## config.mk

```make
export PLATFORM = sky130hd
export DESIGN_NAME = riscv_instr_loader
export DESIGN_NICKNAME = d
export VERILOG_FILES = /design/src/rtl/riscv_loader_pkg.sv /design/src/rtl/loader_addr_gen.sv /design/src/rtl/riscv_instr_loader.sv
export SDC_FILE = /design/constraint.sdc
export NUM_CORES = 1
export LEC_CHECK = 0
export ABC_AREA = 0
export ABC_CLOCK_PERIOD_IN_PS = 4600
export CORE_MARGIN = 2
export CORE_UTILIZATION = 30
export DETAILED_ROUTE_END_ITERATION = 12
export PLACE_DENSITY = 0.63
export SKIP_LAST_GASP = 1
export SLEW_MARGIN = 10
export SYNTH_ARGS = -nofsm -noshare
export SYNTH_HDL_FRONTEND = slang
export SYNTH_SLANG_ARGS = --single-unit
```

## constraint.sdc

```tcl
create_clock -name clk -period 4.6 [get_ports clk]
set_input_delay 0.69 -clock clk [delete_from_list [all_inputs] [get_ports clk]]
set_output_delay 0.69 -clock clk [all_outputs]
set_load 0.01 [all_outputs]
```

## src/rtl/riscv_loader_pkg.sv

```systemverilog
// Shared state encoding and header field layout for riscv_instr_loader.
// The CHECK state only exists when LOADER_CHECKSUM_EN is defined.
package riscv_loader_pkg;

  typedef enum logic [1:0] {
    ST_IDLE  = 2'd0,
    ST_LOAD  = 2'd1,
    ST_DONE  = 2'd2
`ifdef LOADER_CHECKSUM_EN
    , ST_CHECK = 2'd3
`endif
  } loader_state_e;

  localparam int HDR_MARK_BIT = 31;
  localparam int HDR_CNT_MSB  = 30;
  localparam int HDR_CNT_LSB  = 16;
  localparam int HDR_ADDR_MSB = 15;

  function automatic logic is_header(input logic [31:0] word);
    return word[HDR_MARK_BIT];
  endfunction

  function automatic logic [HDR_CNT_MSB-HDR_CNT_LSB:0] hdr_count(input logic [31:0] word);
    return word[HDR_CNT_MSB:HDR_CNT_LSB];
  endfunction

  function automatic logic [HDR_ADDR_MSB:0] hdr_addr(input logic [31:0] word);
    return word[HDR_ADDR_MSB:0];
  endfunction

endpackage

```

## src/rtl/loader_addr_gen.sv

```systemverilog
// Write pointer (wraps modulo 2^ADDR_BITS) plus remaining / words-loaded
// counters for the instruction loader; header latch has priority over step.
module loader_addr_gen #(
  parameter int ADDR_BITS  = 10,
  parameter int COUNT_BITS = 15
) (
  input  logic                  clk,
  input  logic                  reset_n,
  input  logic                  load,
  input  logic [ADDR_BITS-1:0]  start_addr,
  input  logic [COUNT_BITS-1:0] count,
  input  logic                  step,
  output logic [ADDR_BITS-1:0]  addr_ptr,
  output logic [COUNT_BITS-1:0] remaining,
  output logic [COUNT_BITS-1:0] words_loaded
);

  logic [ADDR_BITS-1:0]  addr_ptr_r;
  logic [COUNT_BITS-1:0] remaining_r;
  logic [COUNT_BITS-1:0] words_loaded_r;

  // pointer and counters: latch on header, advance once per data word
  always_ff @(posedge clk or negedge reset_n) begin
    if (!reset_n) begin
      addr_ptr_r     <= {ADDR_BITS{1'b0}};
      remaining_r    <= {COUNT_BITS{1'b0}};
      words_loaded_r <= {COUNT_BITS{1'b0}};
    end else if (load) begin
      addr_ptr_r     <= start_addr;
      remaining_r    <= count;
      words_loaded_r <= {COUNT_BITS{1'b0}};
    end else if (step) begin
      addr_ptr_r     <= addr_ptr_r + ADDR_BITS'(1);
      remaining_r    <= remaining_r - COUNT_BITS'(1);
      words_loaded_r <= words_loaded_r + COUNT_BITS'(1);
    end else begin
      addr_ptr_r     <= addr_ptr_r;
      remaining_r    <= remaining_r;
      words_loaded_r <= words_loaded_r;
    end
  end

  assign addr_ptr     = addr_ptr_r;
  assign remaining    = remaining_r;
  assign words_loaded = words_loaded_r;

endmodule

```

## src/rtl/riscv_instr_loader.sv

```systemverilog
// Loads a header-described program image into the instruction BRAM and holds
// the core in reset meanwhile. Optional trailing XOR check: LOADER_CHECKSUM_EN.
module riscv_instr_loader
  import riscv_loader_pkg::*;
#(
  parameter int ADDR_BITS  = 10,
  parameter int COUNT_BITS = 15
) (
  input  logic                  clk,
  input  logic                  reset_n,
  input  logic [31:0]           instr_packet,
  input  logic                  instr_wr_en,
  output logic                  mem_we,
  output logic [ADDR_BITS-1:0]  mem_addr,
  output logic [31:0]           mem_wdata,
  output logic                  cpu_reset,
  output logic                  load_done,
  output logic                  load_err,
  output logic [COUNT_BITS-1:0] words_loaded
);

  loader_state_e         state_r;
  logic                  mem_we_r;
  logic [ADDR_BITS-1:0]  mem_addr_r;
  logic [31:0]           mem_wdata_r;
  logic                  cpu_reset_r;
  logic                  load_done_r;
  logic                  done_pend_r;

  logic                  hdr_s;
  logic                  data_s;
  logic [COUNT_BITS-1:0] hdr_cnt_s;
  logic [ADDR_BITS-1:0]  hdr_addr_s;
  logic [ADDR_BITS-1:0]  addr_ptr_s;
  logic [COUNT_BITS-1:0] remaining_s;
  logic [COUNT_BITS-1:0] words_loaded_s;

  assign hdr_cnt_s  = COUNT_BITS'(hdr_count(instr_packet));
  assign hdr_addr_s = ADDR_BITS'(hdr_addr(instr_packet));
  assign hdr_s      = instr_wr_en && is_header(instr_packet) &&
                      (state_r == ST_IDLE || state_r == ST_DONE);
  assign data_s     = instr_wr_en && (state_r == ST_LOAD);

  loader_addr_gen #(
    .ADDR_BITS  (ADDR_BITS),
    .COUNT_BITS (COUNT_BITS)
  ) u_addr_gen (
    .clk          (clk),
    .reset_n      (reset_n),
    .load         (hdr_s),
    .start_addr   (hdr_addr_s),
    .count        (hdr_cnt_s),
    .step         (data_s),
    .addr_ptr     (addr_ptr_s),
    .remaining    (remaining_s),
    .words_loaded (words_loaded_s)
  );

`ifdef LOADER_CHECKSUM_EN
  logic [31:0] csum_r;
  logic        load_err_r;

  // running XOR of the data words of the current image
  always_ff @(posedge clk or negedge reset_n) begin
    if (!reset_n) begin
      csum_r <= 32'd0;
    end else if (hdr_s) begin
      csum_r <= 32'd0;
    end else if (data_s) begin
      csum_r <= csum_r ^ instr_packet;
    end else begin
      csum_r <= csum_r;
    end
  end
`endif

  // loader FSM with registered BRAM write port and core-reset control
  always_ff @(posedge clk or negedge reset_n) begin
    if (!reset_n) begin
      state_r     <= ST_IDLE;
      mem_we_r    <= 1'b0;
      mem_addr_r  <= {ADDR_BITS{1'b0}};
      mem_wdata_r <= 32'd0;
      cpu_reset_r <= 1'b1;
      load_done_r <= 1'b0;
      done_pend_r <= 1'b0;
`ifdef LOADER_CHECKSUM_EN
      load_err_r  <= 1'b0;
`endif
    end else begin
      mem_we_r <= 1'b0;
      case (state_r)
        ST_IDLE, ST_DONE: begin
          if (hdr_s) begin
            cpu_reset_r <= 1'b1;
            load_done_r <= 1'b0;
            done_pend_r <= 1'b0;
`ifdef LOADER_CHECKSUM_EN
            load_err_r  <= 1'b0;
`endif
            if (hdr_cnt_s != {COUNT_BITS{1'b0}}) begin
              state_r <= ST_LOAD;
            end else begin
`ifdef LOADER_CHECKSUM_EN
              state_r <= ST_CHECK;
`else
              // empty image: nothing to write, release the core right away
              state_r     <= ST_DONE;
              load_done_r <= 1'b1;
              cpu_reset_r <= 1'b0;
`endif
            end
          end else if (done_pend_r) begin
            // release one cycle after the final write has reached the BRAM
            load_done_r <= 1'b1;
            cpu_reset_r <= 1'b0;
            done_pend_r <= 1'b0;
          end
        end
        ST_LOAD: begin
          if (data_s) begin
            mem_we_r    <= 1'b1;
            mem_addr_r  <= addr_ptr_s;
            mem_wdata_r <= instr_packet;
            if (remaining_s == COUNT_BITS'(1)) begin
`ifdef LOADER_CHECKSUM_EN
              state_r <= ST_CHECK;
`else
              state_r     <= ST_DONE;
              done_pend_r <= 1'b1;
`endif
            end
          end
        end
`ifdef LOADER_CHECKSUM_EN
        ST_CHECK: begin
          if (instr_wr_en) begin
            state_r <= ST_DONE;
            if (instr_packet == csum_r) begin
              load_done_r <= 1'b1;
              cpu_reset_r <= 1'b0;
            end else begin
              load_err_r <= 1'b1;
            end
          end
        end
`endif
        default: state_r <= ST_IDLE;
      endcase
    end
  end

  assign mem_we       = mem_we_r;
  assign mem_addr     = mem_addr_r;
  assign mem_wdata    = mem_wdata_r;
  assign cpu_reset    = cpu_reset_r;
  assign load_done    = load_done_r;
  assign words_loaded = words_loaded_s;
`ifdef LOADER_CHECKSUM_EN
  assign load_err     = load_err_r;
`else
  assign load_err     = 1'b0;
`endif

endmodule

```

==> results of run 1 <==
[final cells by class]
type,instances,area (um^2),share of cell area [%]
inverters,7,26.3,0.484
multi-input cells,328,1710,31.4
clock inverters,6,67.6,1.24
clock buffers,10,239,4.40
well taps,176,220,4.05
repair buffers,98,968,17.8
flip-flops and latches,88,2200,40.6
[state kept, by name, indices dropped and copies added (netlist names)]
| name | flops |
|---|---|
| cpu_reset | 1 |
| done_pend_r | 1 |
| load_done | 1 |
| u_addr_gen.remaining | 15 |
| state_r | 2 |
| u_addr_gen.addr_ptr | 10 |
| u_addr_gen.words_loaded | 15 |
| mem_we | 1 |
| mem_wdata | 32 |
| mem_addr | 10 |
[layer usage]
layer,track usage [%],part of all wire [%],up-vias
li1,-,-,1711
met1,21.4,47,1710
met2,24.3,48,88
met3,2.95,5.0,6
met4,5.66,0.55,0
met5,0,0,-
[path summary, 6_finish.rpt]
kind,start,endpoint,slack [ns],cells past startpoint
worst max-delay path,instr_wr_en,u_addr_gen.addr_ptr[5]$_DFFE_PN0P_,1.94,6
worst min-delay path,reset_n,u_addr_gen.words_loaded[12]$_DFFE_PN0P_,0.31,1
worst max register to register,state_r[0]$_DFFE_PN0P_,u_addr_gen.addr_ptr[5]$_DFFE_PN0P_,2.40,5
worst min register to register,mem_wdata[7]$_DFFE_PN0P_,mem_wdata[7]$_DFFE_PN0P_,0.48,2
max in group asynchronous,reset_n,u_addr_gen.remaining[4]$_DFFE_PN0P_,3.23,2
min in group clk,mem_wdata[7]$_DFFE_PN0P_,mem_wdata[7]$_DFFE_PN0P_,0.48,2
[layout by cell type, fill, tap and decap left out, drive strengths merged, types with 2 or more instances in the layout]
cell,instances
o311ai,6
clkdlybuf4s50,93
or4,6
a221o,5
buf,5
a22oi,3
clkinvlp,2
xnor2,8
nand3,14
ha,4
a31oi,3
o21ai,15
nor4,11
nand3b,4
dfrtp,87
o21a,2
clkbuf,10
a21oi,8
xor2,3
inv,8
nor3,8
nor2,21
or3,4
nand4,10
o211ai,11
o31ai,2
nand2,165
clkinv,2
o221ai,2
and3,2
[power by group]
group	leakage [nW]	switching, W	internal [W]	total (W)
Clock	0.145	0.000315	0.000438	0.000753
Combinational	1.10	0.000554	0.000544	0.00110
Sequential	1.12	0.000252	0.00104	0.00130
Total	2.36	0.00112	0.00203	0.00315
[logic make-up (layout without fill, tap and decap cells)]
group | after synthesis | count (layout) | synth area share [%]
AO/OA/AOI/OAI | 60 | 60 | 10.2
XOR/XNOR | 11 | 11 | 2.38
adder cells (fa/ha/maj) | 4 | 4 | 1.24
buffers and inverters | 29 | 121 | 3.37
flip-flops | 88 | 88 | 54.5
multiplexers | 1 | 1 | 0.278
other | 1 | 1 | 0.0927
AND/OR/NAND/NOR | 251 | 251 | 28.0
[per-stage QoR]
step | power (W) | util (%)
after floorplan | 0.00185 | -
after global routing | 0.00337 | 41.2
final | 0.00315 | 41.2
after CTS | 0.00318 | 41.2
after detailed placement | 0.00242 | 38.9
after global placement | 0.00238 | 38.9
[critical path: cells and delay by family]
kind                   cells  cell delay [ns]
AND/OR/NAND/NOR            2             0.28
buffers and inverters      3             1.55
AO/OA/AOI/OAI              1             0.34
==> metrics.txt, run 1 <==
Crit-path slowest cell clkdlybuf4s50_1; DPL Wire Length 7530 um; routed length per instance between 15 and 20 um; die span in y around 120 um; register bit total from synthesis slightly below 90; final worst setup slack roughly 1.9 ns; Routed WL between 10000 and 15000 um; Cell Area, Placed about 5000 um^2; Synth-to-Final Area Change 34.2%; cell taking the most area after synthesis dfrtp_1; CTS Hold Bufs 0; Peak Freq 0.376 GHz; asr flop ratio synth between 90% and 100%; Seq/Total Area, Yosys 54.5%; CP arrival around 2.9 ns; Clock Sink Count just under 90; Setup TNS 0 ns; Max Root-Sink Buffers 2; Tot GR Track Use between 10% and 20%; Post-synth top cells nand2_1 (165), dfrtp_1 (87), nor2_1 (21); CTS Root Cell clkbuf_16; I/O Pins 96; Placed Cells around 700; wire length of the first global-routing pass roughly 18000 um; final setup vio count 0; final hold vios 0; layout cell share with drive strength beyond 1 5.59%; Critical Path RT between 4 and 5 ns; hold_ws roughly 0.31 ns; die width between 100 and 150 um; Avg Cell Area, Syn around 9.1 um^2; Final Cell Area between 5000 and 6000 um^2; status finished clean; critical path, cell by cell clkdlybuf4s50_1 -> nand3b_1 -> inv_2 -> buf_4 -> nand2_1 -> o311ai_0; Leakage approximately 2.4 nW; post-cts gate resize count 0; Iteration-0 DRC Markers about 270; crit end category register; Yosys top cell area share between 50% and 60%; Setup Buffers After CTS 0; n_diodes 0; Rel. slew slack a little under three fifths; initial core utilization a little under a third; global route overflow 0; DRT Pass-1 Iters 4; H-tree Lvls 3; VDD IR-drop max 0.232 mV; Cells after Synth about 450; # Max-Cap Violations 0; row cnt 42; filler instances approximately 1.3k; port bufs 94; number of synthesized flops with an enable pin 0; worst-margin pin slew 0.670 ns; pin count of the biggest net entering global routing 62; critical path class in2reg; CTS tree done; core area between 10000 and 15000 um^2; count leader, synth nand2_1; Max stage delay on crit path 0.70 ns; DRC violations left 0; crit share post-route around 58%; Post-Layout Cell Count a little over 700; Reg clk slew, reported paths roughly 0.070 ns; clk_lat worst skew around 0.34 ns; die area roughly 14000 um^2; Most used DFF post-synth dfrtp_1; total CTS buffers 9; nature of the critical path startpoint input port; Placer Congestion 0.788; vias around 3.5k; unique cell type count in the Yosys netlist between 40 and 50; RSZ-0062 raised after global routing false; yosys synthesis warning count 0; worst clock skew 0.00741 ns; post-place setup slack 1.58 ns; fin. max-slew vios 0; vias in the first global route approximately 3.4k; Final min period between 2 and 3 ns; Routed Antenna Nets 0; power density cells around 580 nW/um^2; vias per cell around 4.9; CP max FO 31; Post-Syn Area slightly above 4000 um^2; Synth area leaders dfrtp_1 (54%), nand2_1 (15%), o211ai_1 (2.0%); HP Class in2async; initial antenna violation count 0; syn_nets just under 500; final net count between 500 and 600
(Power assumes the default switching activity.)
==> inputs of run 2 (changes only) <==
--- a/config.mk
+++ b/config.mk
@@ -6,7 +6,7 @@
 export NUM_CORES = 1
 export LEC_CHECK = 0
 export ABC_AREA = 0
-export ABC_CLOCK_PERIOD_IN_PS = 4600
+export ABC_CLOCK_PERIOD_IN_PS = 2600
 export CORE_MARGIN = 2
 export CORE_UTILIZATION = 30
 export DETAILED_ROUTE_END_ITERATION = 12
==> constraint.sdc (replaced) <==
create_clock -name clk -period 2.6 [get_ports clk]
set_input_delay 0.39 -clock clk [delete_from_list [all_inputs] [get_ports clk]]
set_output_delay 0.39 -clock clk [all_outputs]
set_load 0.01 [all_outputs]
==> run 2 against run 1 <==
Compared with the run above: clock-buffer cell count increased by 3; combinational power increased by 81%; clock skew about the same; clock power increased by 86%; non-clock buffer count increased by 5; power increased by 81%; worst setup slack got worse by 1.3 ns; wire length increased by 3.1%; cell area increased by 1.5%; sequential share of layout area decreased by 0.62 points; critical endpoint is now u_addr_gen.words_loaded[13]$_DFFE_PN0P_.
==> metrics.txt, run 2 (synthesis results as in run 1) <==
DPL Wire Length 7770 um (+3.2%); Tot GR Track Use 15.7% (+0.23 points); Routed WL 11100 um (+3.1%); die width 120 um (unchanged); post-place setup slack 0.240 ns (-1.34 ns); CTS Root Cell clkbuf_16; VDD IR-drop max 0.327 mV (+41%); Synth-to-Final Area Change 36.3%; worst clock skew 0.00720 ns (-0.000207 ns); initial core utilization 30.7% (unchanged); final worst setup slack 0.597 ns (-1.34 ns); Peak Freq around 0.5 GHz; crit share post-route between 70% and 80%; final setup vio count 0 (unchanged); Placer Congestion 0.837 (+6.1%); Reg clk slew, reported paths 0.06 ns (about the same); HP Class in2async; pin count of the biggest net entering global routing 62 (unchanged); Clock Sink Count 88 (unchanged); fin. max-slew vios 0 (unchanged); # Max-Cap Violations 0 (unchanged); power density cells 1030 nW/um^2 (+78%); CTS tree done; vias 3587 (+2.0%); status finished clean; NetSw 0.00198 W (+76%); critical path class reg2reg; total CTS buffers 9 (unchanged); commonest non-fill, non-tap cell in the layout nand2_1; flop-to-flop setup slack 0.60 ns (-1.80 ns); Rel. slew slack 55.0% (about the same); RSZ-0062 raised after global routing false; worst reg2reg path depth 4 (-1); initial antenna violation count 0 (unchanged); port bufs 94 (unchanged); Leakage 2.41 nW (+1.9%); CP arrival 2.27 ns (-0.61 ns); I/O Pins 96 (unchanged); clock share of power 24.6% (+0.7 points); Final Power 0.00570 W (+81%); layout cell share with drive strength beyond 1 5.90% (+0.32 points); H-tree Lvls 3 (unchanged); crit end category register; DRT Pass-1 Iters 5 (+1); worst-margin pin slew 0.670 ns (+0.000540 ns); filler instances 1284 (-2.9%); Final min period 2.00 ns; vias in the first global route 3453 (+0.58%); FF-to-FF End u_addr_gen.words_loaded[13]$_DFFE_PN0P_; global route overflow 0 (unchanged); Critical Path RT 2.86 ns (-1.96 ns); die span in y 120 um (unchanged); Routed Antenna Nets 0 (unchanged); vias per cell 5.00 (+1.3%); Int Pwr 0.00372 W (+84%); Max Root-Sink Buffers 2 (unchanged); sequential share of power 40.3% (-0.9 points); max reg flops 32 (unchanged); most frequent cells in the layout nand2_1 (165), clkdlybuf4s50_1 (93), dfrtp_1 (87); Worst R2R Start state_r[0]$_DFFE_PN0P_; hold_ws 0.00620 ns (-0.306 ns); core area 13200 um^2 (unchanged); die area 14400 um^2 (unchanged); Switching Fraction 34.7% (-0.92 points); Setup Buffers After CTS 0 (unchanged); final net count 576 (+0.88%); Logic pwr share 35.0% (about the same); post-cts gate resize count 0 (unchanged); n_diodes 0 (unchanged); Setup TNS 0 ns (unchanged); CTS Hold Bufs 0 (unchanged); wire length of the first global-routing pass 17900 um (+1.1%); row cnt 42 (unchanged); routed length per instance 15.4 um (+2.4%); DRC violations left 0 (unchanged); final hold vios 0 (unchanged); CP max FO 12 (-61%); clk_lat worst skew 0.34 ns (about the same); nature of the critical path startpoint register; Iteration-0 DRC Markers 176 (-34%)
## run 2: cell types whose count changed in the layout (fill, tap and decap cells not counted), sizes merged
cell      previous run  this run
bufinv               1         2
clkinv               2         1
inv                  8         7
clkbuf              10        13
clkinvlp             2         0
buf                  5        10
## run 2: per-stage QoR
stage	cell area (um^2)	instances	util, %
3_5_place_dp	5200	702	39.4
3_3_place_gp	5200	702	39.4
6_report	5520	718	41.8
2_1_floorplan	4050	445	-
4_1_cts	5520	718	41.8
5_1_grt	5520	718	41.8
## run 2: power groups by stage
stage	Sequential [W]	Combinational, W	Clock (W)
after global routing	0.00238	0.00221	0.00149
after floorplan	0.00233	0.000946	0
after global placement	0.00230	0.00197	0
after CTS	0.00230	0.00202	0.00143
final	0.00230	0.00199	0.00140
after detailed placement	0.00231	0.00202	0
## run 2: layer usage
metal / track usage [%] / vias up / routed length, um
met4: 4.93 / 0 / 125
met5: 0 / - / 0
li1: - / 1709 / -
met3: 3.56 / 10 / 533
met2: 24.7 / 89 / 5280
met1: 21.6 / 1779 / 5140
## run 2: critical path, stage by stage, from the launching register on
cell	delay, ns
dfrtp_1	0.58
nand4b_4	0.21
or4_4	0.47
or4_1	0.51
a21oi_1	0.16
## run 2: layout make-up
cell class / instances / area [um^2] / share of cell area (%)
Inverter: 7 / 26.3 / 0.476
Timing Repair Buffer: 103 / 1040 / 18.9
Multi-Input combinational cell: 328 / 1710 / 30.9
Clock buffer: 13 / 250 / 4.54
Clock inverter: 3 / 65.1 / 1.18
Tap cell: 176 / 220 / 3.99
Sequential cell: 88 / 2200 / 40.0
## run 2: worst max path at each step
stage	start	end	slack, ns	cells after the start
finish	state_r[0]$_DFFE_PN0P_	u_addr_gen.words_loaded[13]$_DFFE_PN0P_	0.60	4
global placement	instr_wr_en	u_addr_gen.words_loaded[13]$_DFFE_PN0P_	0.33	5
detailed placement	instr_wr_en	u_addr_gen.words_loaded[13]$_DFFE_PN0P_	0.24	5
floorplan	instr_wr_en	u_addr_gen.words_loaded[13]$_DFFE_PN0P_	0.79	5
CTS	state_r[0]$_DFFE_PN0P_	u_addr_gen.words_loaded[13]$_DFFE_PN0P_	0.59	4
global route	state_r[0]$_DFFE_PN0P_	u_addr_gen.remaining[4]$_DFFE_PN0P_	0.46	6
